### src/rtl/fp_round_pack.sv
// Round-to-nearest-even and pack stage behind the FP adder normalizer.
// Two-stage valid/ready pipeline: S1 captures operands and rounding decision, S2 holds the packed result.
module fp_round_pack #(
  parameter int unsigned COUNT_W = 16
) (
  input  logic               clk,
  input  logic               rst_n,
  input  logic               in_valid,
  output logic               in_ready,
  input  logic               in_sign,
  input  logic [7:0]         in_exponent,
  input  logic [22:0]        in_mantissa,
  input  logic               in_guard,
  input  logic               in_round,
  input  logic               in_sticky,
  output logic               out_valid,
  input  logic               out_ready,
  output logic [31:0]        out_result,
  output logic               out_inexact,
  output logic               out_overflow,
  output logic [COUNT_W-1:0] result_count,
  output logic [COUNT_W-1:0] inexact_count
);

  localparam int unsigned EXP_W = 8;
  localparam int unsigned MAN_W = 23;
  localparam int unsigned RES_W = 1 + EXP_W + MAN_W;
  localparam logic [EXP_W-1:0] EXP_MAX = '1;

  // Stage S1 state
  logic             s1_valid_q;
  logic             s1_sign_q;
  logic [EXP_W-1:0] s1_exp_q;
  logic [MAN_W-1:0] s1_mant_q;
  logic             s1_round_up_q;
  logic             s1_inexact_q;

  // Stage S2 state
  logic             s2_valid_q;
  logic [RES_W-1:0] s2_result_q;
  logic             s2_inexact_q;
  logic             s2_overflow_q;

  logic [COUNT_W-1:0] result_count_q;
  logic [COUNT_W-1:0] inexact_count_q;

  logic             s1_adv_c;
  logic             s2_adv_c;
  logic             handoff_c;
  logic             special_c;
  logic [MAN_W:0]   sum_c;
  logic [EXP_W-1:0] exp_inc_c;
  logic [RES_W-1:0] s2_result_d;
  logic             s2_inexact_d;
  logic             s2_overflow_d;

  assign s2_adv_c  = !s2_valid_q || out_ready;
  assign s1_adv_c  = !s1_valid_q || s2_adv_c;
  assign in_ready  = s1_adv_c;
  assign handoff_c = s2_valid_q && out_ready;

  // S1: capture operands with the RNE round-up and inexact decisions
  always_ff @(posedge clk or negedge rst_n) begin
    if (!rst_n) begin
      s1_valid_q    <= 1'b0;
      s1_sign_q     <= 1'b0;
      s1_exp_q      <= '0;
      s1_mant_q     <= '0;
      s1_round_up_q <= 1'b0;
      s1_inexact_q  <= 1'b0;
    end else if (s1_adv_c) begin
      s1_valid_q <= in_valid;
      if (in_valid) begin
        s1_sign_q     <= in_sign;
        s1_exp_q      <= in_exponent;
        s1_mant_q     <= in_mantissa;
        s1_round_up_q <= in_guard & (in_round | in_sticky | in_mantissa[0]);
        s1_inexact_q  <= in_guard | in_round | in_sticky;
      end
    end
  end

  assign special_c = (s1_exp_q == EXP_MAX);
  assign sum_c     = {1'b0, s1_mant_q} + (MAN_W+1)'(s1_round_up_q);
  assign exp_inc_c = s1_exp_q + EXP_W'(1);

  // Apply rounding, mantissa carry and overflow to infinity; NaN/Inf inputs bypass rounding
  always_comb begin
    s2_result_d   = {s1_sign_q, s1_exp_q, sum_c[MAN_W-1:0]};
    s2_inexact_d  = s1_inexact_q;
    s2_overflow_d = 1'b0;
    if (special_c) begin
      s2_result_d  = {s1_sign_q, s1_exp_q, s1_mant_q};
      s2_inexact_d = 1'b0;
    end else if (sum_c[MAN_W]) begin
      if (exp_inc_c == EXP_MAX) begin
        s2_result_d   = {s1_sign_q, EXP_MAX, {MAN_W{1'b0}}};
        s2_inexact_d  = 1'b1;
        s2_overflow_d = 1'b1;
      end else begin
        s2_result_d = {s1_sign_q, exp_inc_c, {MAN_W{1'b0}}};
      end
    end
  end

  always_ff @(posedge clk or negedge rst_n) begin
    if (!rst_n) begin
      s2_valid_q    <= 1'b0;
      s2_result_q   <= '0;
      s2_inexact_q  <= 1'b0;
      s2_overflow_q <= 1'b0;
    end else if (s2_adv_c) begin
      s2_valid_q <= s1_valid_q;
      if (s1_valid_q) begin
        s2_result_q   <= s2_result_d;
        s2_inexact_q  <= s2_inexact_d;
        s2_overflow_q <= s2_overflow_d;
      end
    end
  end

  // Handoff counters, wrapping naturally at 2^COUNT_W
  always_ff @(posedge clk or negedge rst_n) begin
    if (!rst_n) begin
      result_count_q  <= '0;
      inexact_count_q <= '0;
    end else if (handoff_c) begin
      result_count_q <= result_count_q + COUNT_W'(1);
      if (s2_inexact_q) begin
        inexact_count_q <= inexact_count_q + COUNT_W'(1);
      end
    end
  end

  assign out_valid     = s2_valid_q;
  assign out_result    = s2_result_q;
  assign out_inexact   = s2_inexact_q;
  assign out_overflow  = s2_overflow_q;
  assign result_count  = result_count_q;
  assign inexact_count = inexact_count_q;

endmodule
### config.mk
export PLATFORM = sky130hd
export DESIGN_NAME = fp_round_pack
export DESIGN_NICKNAME = d
export VERILOG_FILES = /design/src/rtl/fp_round_pack.sv
export SDC_FILE = /design/constraint.sdc
export NUM_CORES = 1
export LEC_CHECK = 0
export BUFFER_PORTS_ARGS = -buffer_cell sky130_fd_sc_hd__buf_2
export CORE_ASPECT_RATIO = 2
export CORE_MARGIN = 2
export CORE_UTILIZATION = 58
export CTS_CLUSTER_SIZE = 20
export DETAILED_ROUTE_END_ITERATION = 10
export PLACE_DENSITY_LB_ADDON = 0.15
export SETUP_SLACK_MARGIN = 0.5
export SYNTH_ARGS = -nofsm -noshare
export SYNTH_HDL_FRONTEND = slang
export SYNTH_SLANG_ARGS = --single-unit
### constraint.sdc
create_clock -name clk -period 3.4 [get_ports clk]
set_input_delay 0.17 -clock clk [delete_from_list [all_inputs] [get_ports clk]]
set_output_delay 0.17 -clock clk [all_outputs]
set_load 0.01 [all_outputs]
* Word-level counts from Yosys, hierarchy flattened
Cells that the tools add are included.
Widths: inputs -> output; s select.
** Word-level totals
- Register bits :: 102
** Cells by class
- $add $sub $neg :: 4
- Equality and inequality tests :: 2
- Multiplexer cells :: 9
- Bitwise logic cells :: 5
- Reduce and logical (&&, ||, !) cells :: 8
** Operators with widths (count)
- $mux 31 :: 3
- $add 16x1->16 const B :: 2
- $add 23x1->24 :: 1
- $eq 8x8->1 const B :: 2
- $add 8x1->8 const B :: 1
- $mux 1 :: 6
- $reduce_and 2->1 :: 3
- $or 1x1->1 :: 4
- $logic_not 1->1 :: 2
- $logic_or 1x1->1 :: 2
- $and 1x1->1 :: 1
- $logic_and 1x1->1 :: 1

* Depth between registers and ports, before layout
- Depth after elaboration :: 5
- Mapped depth :: 8

* Worst setup path after synthesis
OpenSTA, ideal clock, no wires.
- Path type :: reg2reg
- Start point :: reg s1_mant_q[10]
- End point :: reg s2_result_q[26] (netlist: out_result[26])
- Arrival :: 2175 ps
- Data required time :: 3318 ps
- Slack :: 1143 ps
- Cell stages (with the launch flop) :: 8
- Buffers on the path :: 2
- Path through :: dfrtp_1 > nand4_2 > or3_1 > buf_2 > or3_4 > buf_6 > or4_1 > a31oi_1
** On the way
- Longest elaborated chain between the ends :: 3
** Ends and longest elaborated chain
- start: declaration :: RTL line 34 : logic [MAN_W-1:0] s1_mant_q;
- start signal: assignment :: RTL line 76 : s1_mant_q <= in_mantissa;
- $add 23x1->24 :: RTL line 84 : assign sum_c = {1'b0, s1_mant_q} + (MAN_W+1)'(s1_round_up_q);
- $mux 31 :: RTL line 95 : end else if (sum_c[MAN_W]) begin
- $mux 31 :: RTL line 92 : if (special_c) begin
- end signal: assignment :: RTL line 115 : s2_result_q <= s2_result_d;
- end: declaration :: RTL line 40 : logic [RES_W-1:0] s2_result_q;
No other way between the ends.
A chain may end at the register's enable or synchronous reset.

* Worst setup path after layout
- Start point :: reg s1_exp_q[0]
- End point :: reg s2_result_q[18] (netlist: out_result[18])
** On the way
- Longest elaborated chain between the ends :: 2
** Ends and longest elaborated chain
- start: declaration :: RTL line 33 : logic [EXP_W-1:0] s1_exp_q;
- start signal: assignment :: RTL line 75 : s1_exp_q <= in_exponent;
- $eq 8x8->1 :: RTL line 83 : assign special_c = (s1_exp_q == EXP_MAX);
- $mux 31 :: RTL line 92
No other way between the ends.

==> results list <==
* Mapped Area: 0.00476 mm²
- HPWL reported at the end of detailed placement: 8240 µm
* Worst relative slew slack: 43.2%
- Clock-pin slew was measured on the worst setup and hold paths at 60 ps.
- Result of the run: complete, no violations
- Syn Nets: between 400 and 500
- Measured against the total synthesized area, the mux share comes to roughly 8.3%.
* Number of antenna-violating nets in the routed design: 0
- The finished layout holds 643 standard cells, fillers aside.
- The floorplan step defined a die boundary enclosing between 0.008 and 0.009 mm².
- Power per standard cell area: ~590 mW/mm²
- Clock tree root buffer cell: sky130_fd_sc_hd__clkbuf_16
* Fin Setup TNS: 0 ps
- Of the total synthesized cell area, the portion taken by AND, OR, NAND and NOR gates is between 10% and 20%.
* Register area share after synthesis: 53.6%
* Worst clock skew: 7.61 ps
- Die height: 132 µm
- In the routed design, unresolved DRC markers number 0.
- In this run the mean area of a mapped cell was 10.8 µm².
* Count of vias placed by the detailed router: around 3700
- The number of slew-limit violations in the final report is 0.
- Met2 WL: 6240 µm
- The initial antenna violation count was 0.
- Largest family of logic cells by synthesized area: simple AND/OR/NAND/NOR gates
- After detailed routing, the number of vias per cell comes to 5.77.
* Placed instance count: approximately 630
- Fraction of synthesis flops using an asynchronous set or reset pin: 100%
- Setup repair after global routing left no endpoint under its margin.
- Drt initial violations: 159
- Num Clock Sinks: 102
- WL final: roughly 11000 µm
* Weighted congestion reported at the end of routability-driven placement: just under 1
* Top FF cell, synth: sky130_fd_sc_hd__dfrtp_1
- After Yosys synthesis, XOR and XNOR cells account for 9.39% of the synthesized area.
- Warnings, synthesis: 0
* Largest net degree at the start of global routing: 48
- Top routing layer in use: met4
- Synth Area in Adders: 1.58%
- Buffers placed on the I/O ports in this run total 106.
- Hold Worst Slack: about 57 ps
* Kind of critical path: reg2reg
- Min-Delay Path Class: in2reg
- Antenna cells: 0
* All-layer global routing usage: between 20% and 30%
* Maximum clock path buffer count: 2
- Clock tree synthesis inserted a total of 9 buffers.
* Wire length on met3: 467 µm
- From synthesis to final layout, the design area changed by 19.3%.
* Routed met1 length: 4020 µm
* Crit path capture type: flop
- The later pin in the worst-skew pair is clocked with a latency of roughly 340 ps.
- Core footprint: 0.00794 mm²
* Final critical path time including I/O delays and setup: 2400 ps
* Required arrival time at the worst endpoint: 3600 ps
- In this run the count of I/O pins placed on the die edge is 107.
- After global routing the overflow that remains totals 0.
- The first global-routing pass estimated between 15000 and 20000 µm of wire.
- Post-synthesis cell type count: 39
* Reported max-cap violation count: 0
* Area fraction in compound gates after synthesis: 6.76%
* Number of detailed-routing iterations run before antenna repair: 4
* Least-Margin Pin Slew: between 800 and 900 ps
* Gate count after technology mapping: ~440
- The number of global-route vias before repair came to 3735.
* Number of synthesized flops with an enable pin: 0
* Average detailed-routed wire length per instance: 17.2 µm
- Number of synthesized register bits: around 100
* Static Leakage: 2.66 nW
- In this run the worst path has a maximum fanout of 11.
* Top library cells by usage in the layout, fill and taps aside: sky130_fd_sc_hd__buf_2, sky130_fd_sc_hd__dfrtp_1, sky130_fd_sc_hd__nand2_1, sky130_fd_sc_hd__mux2_2, sky130_fd_sc_hd__xnor2_1
* H-tree lvl count: 3
* Tot Pwr: ~3.4 mW
* Die span in x: 68.0 µm
- Nets: 589
* Most common cell after layout, fill and taps aside: sky130_fd_sc_hd__buf_2
- STA puts the critical path data arrival time at ~2600 ps.
- Layout cells sized above 1: between 20% and 30%
* Kind of start point of the critical path: flop
- Row generation in the floorplan step produced 46 rows.
- Setup Fix Bufs, Post-CTS: 0
- Portion of the clock cycle consumed by the worst path in the final layout: just over 70%
* Clock tree from TritonCTS: done
* Final-report setup violation count: 0
* Maximum operating frequency: 416 MHz
- For this configuration, the core starts out at a cell density of 59.9%.
- The worst-case IR drop observed on VDD is 0.340 mV.
* Count of endpoints failing hold in the final timing report: 0
-- path summary, 6_finish.rpt --
| check | depth (start not counted) | to | startpoint | slack (ps) |
|---|---|---|---|---|
| hold / removal | 2 | s1_valid_q | in_valid | 60 |
| min in group asynchronous | 2 | inexact_count[4] | rst_n | 370 |
| setup / recovery | 6 | out_result[18] | s1_exp_q[0] | 1000 |
| setup reg to reg | 6 | out_result[18] | s1_exp_q[0] | 1000 |
| max in group asynchronous | 3 | out_result[31] | rst_n | 2210 |
| hold reg to reg | 1 | result_count[15] | result_count[15] | 470 |
-- final cells by class --
class	instances	area (µm²)
tap	96	120
fill	601	2270
clock buffer	13	260
timing repair buffer	113	588
inverter	4	15.0
sequential	102	2550
multi-input combinational	314	2110
clock inverter	1	30.0
-- state kept, by name (all words and copies together), names as in the netlist --
signal and flops:
s1_sign_q 1, result_count 16, s1_inexact_q 1, out_valid 1, inexact_count 16, out_result 32, out_inexact 1, s1_valid_q 1
out_overflow 1, s1_exp_q 8, s1_mant_q 23, s1_round_up_q 1
-- repair_timing --
action | CTS | global route
resized for setup | 0 | 0
hold buffers | 1 | 0
endpoints found under the hold margin | 45 | 0
-- critical path, cell delays in order, from the launching register on --
cell	delay [ps]
sky130_fd_sc_hd__dfrtp_1	420
sky130_fd_sc_hd__ha_1	300
sky130_fd_sc_hd__and3_1	260
sky130_fd_sc_hd__and2_1	160
sky130_fd_sc_hd__or4_1	630
sky130_fd_sc_hd__nand2_1	320
sky130_fd_sc_hd__o21ai_0	160
-- per-stage QoR --
stage | util [%] | instance area (µm²) | setup WS, ps
floorplan | - | 4760 | 1140
global placement | 67.7 | 5380 | 1110
detailed placement | 67.7 | 5380 | 1040
CTS | 71.5 | 5680 | 1010
global route | 71.5 | 5680 | 809
finish | 71.5 | 5680 | 996
-- Yosys cell counts, types with 2 or more instances --
library cell	count	area, µm²
sky130_fd_sc_hd__or3_1	2	12.5
sky130_fd_sc_hd__nor3_1	12	60.1
sky130_fd_sc_hd__a211oi_1	4	30.0
sky130_fd_sc_hd__and4_1	6	52.6
sky130_fd_sc_hd__nand2b_1	3	18.8
sky130_fd_sc_hd__nor4_1	6	37.5
sky130_fd_sc_hd__nand3_1	20	100
sky130_fd_sc_hd__ha_1	6	75.1
sky130_fd_sc_hd__and3_1	15	93.8
sky130_fd_sc_hd__inv_1	4	15.0
sky130_fd_sc_hd__nand4_1	11	68.8
sky130_fd_sc_hd__mux2_2	34	383
sky130_fd_sc_hd__nand4b_1	2	17.5
sky130_fd_sc_hd__o21ai_0	20	100
sky130_fd_sc_hd__o31ai_1	9	67.6
sky130_fd_sc_hd__xnor2_1	32	280
sky130_fd_sc_hd__xor2_1	19	166
sky130_fd_sc_hd__and2_1	5	31.3
sky130_fd_sc_hd__o21a_1	2	15.0
sky130_fd_sc_hd__nand2_1	58	218
sky130_fd_sc_hd__a21oi_1	8	40.0
sky130_fd_sc_hd__clkbuf_1	17	63.8
sky130_fd_sc_hd__or4_1	4	30.0
sky130_fd_sc_hd__nand4_2	2	25.0
sky130_fd_sc_hd__a31oi_1	4	25.0
sky130_fd_sc_hd__nor2_1	20	75.1
sky130_fd_sc_hd__dfrtp_1	102	2550
-- metal layers --
| layer | global-route usage [%] | vias up |
|---|---|---|
| met5 | 0 | - |
| met4 | 13.1 | 0 |
| met3 | 5.81 | 31 |
| met2 | 47.4 | 121 |
| met1 | 27.3 | 1791 |
| li1 | - | 1769 |
-- cells by family after synthesis --
| logic type | after synthesis |
|---|---|
| AO/OA/AOI/OAI | 52 |
| flip-flops | 102 |
| adder cells (fa/ha/maj) | 6 |
| multiplexers | 35 |
| buffers and inverters | 23 |
| XOR/XNOR | 51 |
| AND/OR/NAND/NOR | 170 |
-- report_power, final --
part | switching (mW) | internal [mW]
logic | 0.364 | 0.331
registers | 0.232 | 1.43
clock network | 0.401 | 0.603
(Power assumes the default switching activity.)
